==> src/rtl/mem_stage.sv <==
// Memory pipeline stage: issues data-memory requests, stalls upstream on slow accesses,
// and registers the MEM/WB write-back fields. Dump or timeout parks the stage in HALT.
module mem_stage (
  input  logic        clk,
  input  logic        rst,
  input  logic        valid_in,
  input  logic [15:0] aluOutput_in,
  input  logic [15:0] B_in,
  input  logic        DMemEn_in,
  input  logic        DMemWrite_in,
  input  logic        MemToReg_in,
  input  logic        RegWrite_in,
  input  logic        DMemDump_in,
  input  logic [2:0]  WriteRegister_in,
  output logic [15:0] mem_addr,
  output logic [15:0] mem_wdata,
  output logic        mem_rd,
  output logic        mem_wr,
  input  logic [15:0] mem_rdata,
  input  logic        mem_done,
  output logic        mem_dump,
  output logic [15:0] wbData_out,
  output logic [2:0]  WriteRegister_out,
  output logic        RegWrite_out,
  output logic        valid_out,
  output logic        stall_out,
  output logic        halt_out,
  output logic        err_out
);

  typedef enum logic [1:0] {StIdle, StBusy, StHalt} state_e;

  state_e      stateQ, stateD;
  logic [3:0]  cntQ, cntD;
  logic [15:0] holdAddrQ, holdAddrD;
  logic [15:0] holdDataQ, holdDataD;
  logic        holdWriteQ, holdWriteD;
  logic        holdMemToRegQ, holdMemToRegD;
  logic        holdRegWriteQ, holdRegWriteD;
  logic [2:0]  holdWregQ, holdWregD;
  logic        errQ, errD;
  logic [15:0] wbQ, wbD;
  logic [2:0]  wregQ, wregD;
  logic        regWriteQ, regWriteD;
  logic        validQ, validD;

  logic [15:0] addrC, wdataC;
  logic        rdC, wrC, dumpC, stallC;

  always_comb begin
    stateD        = stateQ;
    cntD          = cntQ;
    holdAddrD     = holdAddrQ;
    holdDataD     = holdDataQ;
    holdWriteD    = holdWriteQ;
    holdMemToRegD = holdMemToRegQ;
    holdRegWriteD = holdRegWriteQ;
    holdWregD     = holdWregQ;
    errD          = errQ;
    wbD           = wbQ;
    wregD         = wregQ;
    regWriteD     = 1'b0;
    validD        = 1'b0;
    addrC         = 16'h0000;
    wdataC        = 16'h0000;
    rdC           = 1'b0;
    wrC           = 1'b0;
    dumpC         = 1'b0;
    stallC        = 1'b0;

    unique case (stateQ)
      StIdle: begin
        if (valid_in) begin
          if (DMemDump_in) begin
            dumpC  = 1'b1;
            stateD = StHalt;
          end else if (DMemEn_in) begin
            addrC  = aluOutput_in;
            wdataC = B_in;
            wrC    = DMemWrite_in;
            rdC    = ~DMemWrite_in;
            if (mem_done) begin
              wbD       = MemToReg_in ? mem_rdata : aluOutput_in;
              wregD     = WriteRegister_in;
              regWriteD = RegWrite_in;
              validD    = 1'b1;
            end else begin
              holdAddrD     = aluOutput_in;
              holdDataD     = B_in;
              holdWriteD    = DMemWrite_in;
              holdMemToRegD = MemToReg_in;
              holdRegWriteD = RegWrite_in;
              holdWregD     = WriteRegister_in;
              cntD          = 4'd0;
              stallC        = 1'b1;
              stateD        = StBusy;
            end
          end else begin
            wbD       = aluOutput_in;
            wregD     = WriteRegister_in;
            regWriteD = RegWrite_in;
            validD    = 1'b1;
          end
        end
      end
      StBusy: begin
        addrC  = holdAddrQ;
        wdataC = holdDataQ;
        wrC    = holdWriteQ;
        rdC    = ~holdWriteQ;
        stallC = 1'b1;
        if (mem_done) begin
          stallC    = 1'b0;
          wbD       = holdMemToRegQ ? mem_rdata : holdAddrQ;
          wregD     = holdWregQ;
          regWriteD = holdRegWriteQ;
          validD    = 1'b1;
          stateD    = StIdle;
        end else if (cntQ == 4'd15) begin
          errD   = 1'b1;
          stateD = StHalt;
        end else begin
          cntD = cntQ + 4'd1;
        end
      end
      StHalt: begin
        stallC = 1'b1;
      end
      default: begin
        stateD = StIdle;
      end
    endcase
  end

  always_ff @(posedge clk or negedge rst) begin
    if (!rst) begin
      stateQ        <= StIdle;
      cntQ          <= 4'd0;
      holdAddrQ     <= 16'h0000;
      holdDataQ     <= 16'h0000;
      holdWriteQ    <= 1'b0;
      holdMemToRegQ <= 1'b0;
      holdRegWriteQ <= 1'b0;
      holdWregQ     <= 3'd0;
      errQ          <= 1'b0;
      wbQ           <= 16'h0000;
      wregQ         <= 3'd0;
      regWriteQ     <= 1'b0;
      validQ        <= 1'b0;
    end else begin
      stateQ        <= stateD;
      cntQ          <= cntD;
      holdAddrQ     <= holdAddrD;
      holdDataQ     <= holdDataD;
      holdWriteQ    <= holdWriteD;
      holdMemToRegQ <= holdMemToRegD;
      holdRegWriteQ <= holdRegWriteD;
      holdWregQ     <= holdWregD;
      errQ          <= errD;
      wbQ           <= wbD;
      wregQ         <= wregD;
      regWriteQ     <= regWriteD;
      validQ        <= validD;
    end
  end

  // Combinational request outputs are masked while reset is held so nothing leaks out.
  assign mem_addr          = rst ? addrC : 16'h0000;
  assign mem_wdata         = rst ? wdataC : 16'h0000;
  assign mem_rd            = rst & rdC;
  assign mem_wr            = rst & wrC;
  assign mem_dump          = rst & dumpC;
  assign stall_out         = rst & stallC;
  assign halt_out          = (stateQ == StHalt);
  assign err_out           = errQ;
  assign wbData_out        = wbQ;
  assign WriteRegister_out = wregQ;
  assign RegWrite_out      = regWriteQ;
  assign valid_out         = validQ;

endmodule
==> config.mk <==
export PLATFORM = sky130hd
export DESIGN_NAME = mem_stage
export DESIGN_NICKNAME = d
export VERILOG_FILES = /design/src/rtl/mem_stage.sv
export SDC_FILE = /design/constraint.sdc
export NUM_CORES = 1
export LEC_CHECK = 0
export ABC_AREA = 0
export CAP_MARGIN = 0
export CORE_AREA = 3 3 111 113
export DETAILED_ROUTE_END_ITERATION = 10
export DIE_AREA = 0 0 114 116
export PLACE_DENSITY_LB_ADDON = 0.3
export SETUP_SLACK_MARGIN = 0.2
export SYNTH_ARGS = -nofsm -noshare
export SYNTH_HDL_FRONTEND = slang
export SYNTH_SLANG_ARGS = --single-unit
export TNS_END_PERCENT = 50
==> constraint.sdc <==
create_clock -name clk -period 3.38 [get_ports clk]
set_input_delay 0.338 -clock clk [delete_from_list [all_inputs] [get_ports clk]]
set_output_delay 0.338 -clock clk [all_outputs]
set_load 0.01 [all_outputs]
Word-level counts from Yosys, hierarchy flattened
Cells that the tools add are included.
{"block": "word_totals", "register_bits": 66, "in_bits": 60, "out_inout_bits": 59, "elab_cells": 109}
{"block": "classes", "n_reduce_logical": 7, "add_sub_neg": 1, "mux": 65, "n_bitwise": 9, "n_eq_ne": 14}
{"op": "$mux 16", "count": 15}
{"op": "$pmux 16 s2", "count": 3}
{"op": "$mux 4", "count": 6}
{"op": "$mux 1", "count": 22}
{"op": "$mux 3", "count": 5}
{"op": "$reduce_and 5->1", "count": 3}
{"op": "$ne 2x2->1 const B", "count": 7}
{"op": "$mux 2", "count": 6}
{"op": "$ne 3x3->1 const B", "count": 4}
{"op": "$pmux 1 s2", "count": 4}
{"op": "$pmux 4 s2", "count": 1}
{"op": "$reduce_and 7->1", "count": 1}
{"op": "$pmux 2 s3", "count": 1}
{"op": "$pmux 3 s2", "count": 1}
{"op": "$not 1->1", "count": 5}
{"op": "$add 4x1->4 const B", "count": 1}
{"op": "$and 1x1->1", "count": 4}
{"op": "$eq 4x4->1 const B", "count": 1}
{"op": "$pmux 1 s3", "count": 1}
{"op": "$reduce_and 3->1", "count": 1}
{"op": "$eq 2x1->1 const B", "count": 1}
{"op": "$eq 2x2->1 const B", "count": 1}
{"op": "$logic_not 2->1", "count": 1}
{"op": "$reduce_bool 2->1", "count": 1}

Longest topological paths before layout
Gate-level depths: netlist (run 1).
{"block": "logic_depth", "word_depth": 6, "mapped_depth": 7, "mapped_depth_nobuf": 5}

Worst setup path after synthesis (run 1)
No wires, ideal clock.
{"block": "synth_timing", "path_kind": "register -> output", "from": "reg stateQ[0]", "to": "out mem_wdata[10]", "required_time_ns": 3.042, "setup_slack_ns": 1.564, "t_arrival_ns": 1.478, "stages_incl_launch_ff": 8, "n_path_buf": 3, "cell_sequence": "dfrtp_1 -> buf_6 -> nor4b_4 -> and2_1 -> buf_4 -> buf_4 -> a22oi_1 -> nor2_1"}
{"block": "synth_via", "elab_chain_cells": 3, "word_cells_on_any_way": 4, "cone_classes": "eq/ne: 1; mux: 2; reduce/logical: 1"}
{"element": "from (decl)", "line_no": "33", "source": "state_e stateQ, stateD;"}
{"element": "from (signal assigned)", "line_no": "137", "source": "stateQ <= StIdle;"}
{"element": "from (signal assigned)", "line_no": "151", "source": "stateQ <= stateD;"}
{"element": "$eq 2x1->1 / $logic_not 2->1 (equally long branches)", "line_no": "71", "source": "unique case (stateQ)"}
{"element": "$pmux 16 s2 *", "line_no": "71"}
{"element": "$mux 16 *", "line_no": "169", "source": "assign mem_wdata = rst ? wdataC : 16'h0000;"}
{"element": "to (decl)", "line_no": "16", "source": "output logic [15:0] mem_wdata,"}
Mark *: on every way between the ends. The rest lies on a longest branch, timed or not.

Final worst setup path (run 1)
{"block": "layout_timing", "from": "reg stateQ[0]", "to": "out mem_addr[12]"}
{"block": "layout_via", "elab_chain_cells": 3, "word_cells_on_any_way": 4, "cone_classes": "eq/ne: 1; mux: 2; reduce/logical: 1"}
{"element": "$eq 2x1->1 / $logic_not 2->1 (equally long branches)", "line_no": "71"}
{"element": "$pmux 16 s2 *", "line_no": "71"}
{"element": "$mux 16 *", "line_no": "168", "source": "assign mem_addr = rst ? addrC : 16'h0000;"}
{"element": "to (decl)", "line_no": "15", "source": "output logic [15:0] mem_addr,"}
Marked as above.

==> results of run 1 <==
-- state kept, by name (all words and copies together), names as in the netlist, 2 cells and up --
register and flops:
wbData_out 16, WriteRegister_out 3, holdDataQ 16, holdWregQ 3
stateQ 2, holdAddrQ 16, cntQ 4
-- how the worst max path moves through the flow --
stage | from | to | slack [ns] | cells after the start
after global placement | DMemDump_in | mem_wr | 0.50 | 7
final | stateQ[0] | mem_addr[12] | 0.49 | 5
after CTS | DMemDump_in | mem_wr | 0.48 | 7
after global routing | stateQ[0] | mem_wdata[8] | 0.33 | 5
after detailed placement | DMemDump_in | mem_addr[9] | 0.50 | 7
after floorplan | stateQ[0] | mem_wdata[10] | 1.56 | 7
-- report_power, final --
group | switching (mW) | internal (mW) | leakage (nW)
sequential | 0.0586 | 0.871 | 0.890
clock | 0.313 | 0.489 | 0.122
combinational | 0.127 | 0.224 | 1.09
total | 0.498 | 1.59 | 2.10
-- cells in the mapped netlist (2+ instances only) --
| cell | n |
|---|---|
| a21oi_1 | 33 |
| a22oi_1 | 17 |
| buf_2 | 9 |
| buf_4 | 2 |
| buf_6 | 7 |
| clkbuf_1 | 8 |
| dfrtp_1 | 66 |
| inv_1 | 2 |
| mux2_1 | 2 |
| mux2_2 | 22 |
| mux2_4 | 30 |
| mux2i_1 | 20 |
| nand2_1 | 57 |
| nand3_1 | 4 |
| nor2_1 | 38 |
| nor2b_1 | 2 |
| o21ai_0 | 22 |
| xor2_1 | 2 |
-- cells by family after synthesis --
logic type | Yosys count | synth area share, %
AND/OR/NAND/NOR | 110 | 12.9
adder cells (fa/ha/maj) | 1 | 0.336
flip-flops | 66 | 44.4
XOR/XNOR | 2 | 0.471
buffers and inverters | 29 | 4.84
AO/OA/AOI/OAI | 78 | 12.3
multiplexers | 74 | 24.7
-- metal layers --
layer	vias up	routed length, µm
li1	1482	-
met1	1457	4560
met2	102	4470
met3	18	743
met4	0	206
met5	-	0
-- final cells by class --
class,count,area [µm²]
repair buffers,126,1240
clock inverters,3,17.5
flip-flops and latches,66,1650
multi-input cells,265,1920
well taps,143,179
fillers,1104,6170
inverters,2,7.51
clock buffers,12,236
-- placed cells by master (no fill, tap or decap), drive strengths merged, types with 2 or more instances in the layout --
cell type      Yosys  final
nand3              4      4
clkdlybuf4s50      0    117
xor2               2      2
inv                2      2
o21ai             22     22
nor2b              2      2
a22oi             17     17
a21oi             33     33
mux2              54     54
clkinv             0      2
clkbuf             8     12
dfrtp             66     66
nor2              39     39
mux2i             20     20
nand2             59     59
buf               19      9
-- metrics by stage --
step	cell area, µm²	power [mW]
2_1_floorplan	3720	1.07
6_report	5250	2.08
3_5_place_dp	4990	1.30
5_1_grt	5250	2.19
4_1_cts	5250	2.12
3_3_place_gp	4990	1.29
==> run_results.csv, run 1 <==
group,metric,value,unit
worst_hold_path,hp-class,"in -> async",
placement,place_inst,602,
sta,hold_slack,0.242,ns
cts,root_buffer,"clkbuf_16",
sta,min_period_over_period,85.5,%
cts,cts_buffers,9,
placement,detailedPlace.worstSlack,0.497,ns
global_route,grtUsageTotal,15.6,%
floorplan,initial_core_util,32.6,%
synth,synth_top_flop_cell,"dfrtp_1",
sta,drv_slew,0,
placement,port-buffer-count,118,
layout,drive_above_1_share,16.9,%
route,drt_iter0_markers,177,
route,drcViolationCount,0,
worst_setup_path,critPathLaunchType,"register",
sta,rsz0062_at_grt,"false",
sta,worstMarginPinSlew,1.04,ns
worst_setup_path,crit_chain,"nor2b_4, buf_4, nand2_1, a21oi_1, clkdlybuf4s50_1",
cts,clk_pin_slew,0.06,ns
layout,finish.utilization,46.0,%
worst_setup_path,critPathCaptureType,"primary output",
synth,async_flop_share,100,%
layout,diodes,0,
synth,syn_nets,421,
cts,htree_levels,3,
cts,cts_tree,"yes",
cts,clock_latency,0.32,ns
floorplan,die_area,13200,µm²
layout,area_growth,41.0,%
sta,setup_viol,0,
sta,fin_crit,2.89,ns
worst_setup_path,reg2reg_slack,1.08,ns
worst_setup_path,crit_buf_inv,2,
floorplan,io_pins,119,
global_route,grt_pass1_wl,16.5,mm
sta,hold_violations,0,
worst_setup_path,rr_startpoint,"stateQ[0]",
sta,fin_setup_tns,0,ns
synth,synth_top_cell_by_area,"dfrtp_1",
cts,cts_resized,0,
sta,slew_headroom,30.4,%
global_route,grt_max_degree,68,
floorplan,coreArea,11400,µm²
route,finalWirelength,9.98,mm
floorplan,die-width,114,µm
synth,synthCells,360,
synth,synth_edf_count,0,
synth,synthTopCellsByArea,"dfrtp_1 44%, mux2_4 12%, mux2_2 6.7%",
cts,cts_sinks,66,
floorplan,rows,39,
power_and_ir_drop,powerDensity,397,nW/µm²
power_and_ir_drop,ir_drop,0.000255,V
placement,place_congestion,0.784,
sta,layout_setup_ws,0.490,ns
floorplan,die_h,116,µm
sta,fin_worst_skew,0.0106,ns
worst_setup_path,cpPeakStageDelay,0.59,ns
synth,syn_area,3720,µm²
synth,ys_ff_latch,66,
synth,ys_seq_area_share,44.4,%
global_route,grt_util_met2,25.0,%
route,vias_per_cell,4.96,
sta,fmax,346,MHz
route,drtPass1Iterations,4,
flow_run,max-cap-violations,0,
global_route,antenna_found_initial,0,
global_route,top_usage_layer,"met2",
layout,fin_cells,617,
global_route,grt_pass1_vias,3252,
worst_setup_path,crit_slowest_cell,"dfrtp_1",
route,wl_per_cell,16.2,µm
outcome,status,"finished clean",
synth,synthDominantCellAreaShare,44.4,%
synth,synth_cell_types,35,
cts,cts_buffer_depth,2,
synth,avgSynthCellArea,10.3,µm²
cts,postCtsSetupBuffers,0,
worst_setup_path,arrival,2.55,ns
layout,nets,531,
worst_setup_path,rr_worst_depth,5,
synth,ys_warn_count,0,
route,ant_nets,0,
global_route,grt.met1_usage,20.0,%
worst_setup_path,crit-reg2reg-capture,"holdAddrQ[14]",
worst_setup_path,required,3.04,ns
worst_setup_path,crit_path_max_fanout,24,
placement,hpwl,6.77,mm
worst_setup_path,worstSetupPathType,"reg -> out",
route,via_count,3059,
power_and_ir_drop,static-leakage-power,2.10,nW
global_route,grt-ovfl-total,0,
worst_setup_path,cpLargestDelayFamily,"buffers and inverters",
global_route,grt_use_met3,4.44,%
cts,hold_buffers,0,
No activity file was read; power rests on OpenSTA's default activity.
==> run 2, diff against run 1 <==
--- a/config.mk
+++ b/config.mk
@@ -7,9 +7,9 @@
 export LEC_CHECK = 0
 export ABC_AREA = 0
 export CAP_MARGIN = 0
-export CORE_AREA = 3 3 111 113
+export CORE_AREA = 3 3 80 157
 export DETAILED_ROUTE_END_ITERATION = 10
-export DIE_AREA = 0 0 114 116
+export DIE_AREA = 0 0 83 160
 export PLACE_DENSITY_LB_ADDON = 0.3
 export SETUP_SLACK_MARGIN = 0.2
 export SYNTH_ARGS = -nofsm -noshare
==> run_results.csv, run 2 (same netlist as run 1, synthesis figures left out) <==
group,metric,value,unit
floorplan,initial_core_util,32.6,%
layout,final_cell_mix,"117 x clkdlybuf4s50_1, 66 x dfrtp_1, 57 x nand2_1",
cts,cts_buffers,9,
global_route,grt-ovfl-total,0,
placement,port-buffer-count,118,
worst_setup_path,worstSetupPathType,"reg -> out",
sta,fin_setup_tns,0,ns
worst_setup_path,arrival,2.67,ns
route,wl_per_cell,17.2,µm
worst_setup_path,crit_path_max_fanout,13,
route,drt_iter0_markers,91,
cts,clk_pin_slew,0.06,ns
layout,drive_above_1_share,17.8,%
flow_run,max-cap-violations,0,
route,via_count,3094,
sta,drv_slew,0,
sta,fin_worst_skew,0.00820,ns
cts,cts_resized,0,
sta,setup_viol,0,
placement,place_inst,603,
cts,cts_sinks,66,
route,finalWirelength,10.6,mm
layout,final_common_cell,"clkdlybuf4s50_1",
worst_setup_path,reg2reg_slack,1.12,ns
global_route,grtUsageTotal,16.2,%
worst_setup_path,required,3.04,ns
sta,worstMarginPinSlew,1.02,ns
sta,rsz0062_at_grt,"false",
power_and_ir_drop,ir_drop,0.000229,V
layout,nFillCells,1130,
floorplan,die-width,83,µm
cts,cts_buffer_depth,2,
cts,postCtsSetupBuffers,0,
placement,place_congestion,0.788,
cts,root_buffer,"clkbuf_16",
floorplan,die_h,160,µm
cts,clock_latency,0.33,ns
worst_hold_path,hp-class,"in -> async",
global_route,grt_pass1_vias,3354,
floorplan,rows,55,
power_and_ir_drop,p_total,2.43,mW
layout,fin_cells,619,
placement,place_area,5000,µm²
floorplan,io_pins,119,
layout,final_cell_area,5360,µm²
power_and_ir_drop,static-leakage-power,2.16,nW
route,ant_nets,0,
worst_setup_path,rr_startpoint,"stateQ[0]",
outcome,status,"finished clean",
sta,fmax,332,MHz
placement,hpwl,7.51,mm
route,vias_per_cell,5.00,
sta,fin_crit,3.01,ns
worst_setup_path,crit-reg2reg-capture,"holdAddrQ[9]",
sta,layout_setup_ws,0.372,ns
cts,cts_tree,"yes",
floorplan,coreArea,11400,µm²
layout,nets,533,
worst_setup_path,rr_worst_depth,5,
sta,min_period_over_period,89.0,%
route,drcViolationCount,0,
layout,area_growth,44.1,%
worst_setup_path,critPathLaunchType,"register",
power_and_ir_drop,powerDensity,453,nW/µm²
worst_setup_path,critPathCaptureType,"primary output",
cts,htree_levels,3,
layout,diodes,0,
sta,hold_violations,0,
floorplan,die_area,13300,µm²
cts,hold_buffers,0,
global_route,antenna_found_initial,0,
global_route,grt_max_degree,67,
route,drtPass1Iterations,4,
placement,detailedPlace.worstSlack,0.487,ns
sta,slew_headroom,31.8,%
global_route,grt_pass1_wl,17.0,mm
-- run 2: cell types whose count changed in the layout (fill, tap and decap cells not counted) --
cell / change
buf_2: +1
buf_4: +1
bufinv_16: +4
clkbuf_1: -3
clkinv_2: -1
clkinv_4: +1
nand2b_1: +1
nand2b_2: -1
nor2b_2: +1
nor2b_4: -1
-- run 2: how the worst max path moves through the flow --
stage / start / to / slack [ns] / depth (start not counted)
finish: stateQ[0] / mem_addr[8] / 0.37 / 5
global placement: DMemDump_in / mem_addr[8] / 0.52 / 7
detailed placement: DMemDump_in / mem_addr[3] / 0.49 / 7
CTS: stateQ[0] / mem_addr[3] / 0.37 / 5
floorplan: stateQ[0] / mem_wdata[10] / 1.56 / 7
global route: stateQ[0] / mem_addr[3] / 0.22 / 5
-- run 2: layer usage --
layer	GRT usage, %	part of all wire (%)	wire [µm]
met1	16.5	37	3900
met2	30.0	56	5950
met3	2.58	3.3	349
met4	10.1	4.0	425
met5	0	0	0
-- run 2: worst max-delay path, stage by stage (launching register included) --
cell             delay (ns)
dfrtp_1                0.58
nor2b_2                0.56
buf_4                  0.31
nand2_1                0.08
a21oi_1                0.21
clkdlybuf4s50_1        0.59
-- run 2: power breakdown --
group	switching, mW	internal (mW)
Combinational	0.131	0.224
Sequential	0.0590	0.871
Clock	0.348	0.794
Total	0.538	1.89
-- run 2: metrics by stage --
stage | util (%) | hold WS, ns
2_1_floorplan | - | 0.0424
5_1_grt | 47.0 | 0.389
3_5_place_dp | 43.7 | 0.473
6_report | 47.0 | 0.317
3_3_place_gp | 43.7 | 0.470
4_1_cts | 47.0 | 0.365
-- run 2: cell type report --
class | count | area, µm² | share of cell area, %
flip-flops and latches | 66 | 1650 | 30.8
well taps | 142 | 178 | 3.31
clock inverters | 7 | 141 | 2.64
multi-input cells | 265 | 1910 | 35.6
inverters | 2 | 7.51 | 0.140
clock buffers | 9 | 225 | 4.20
repair buffers | 128 | 1250 | 23.3
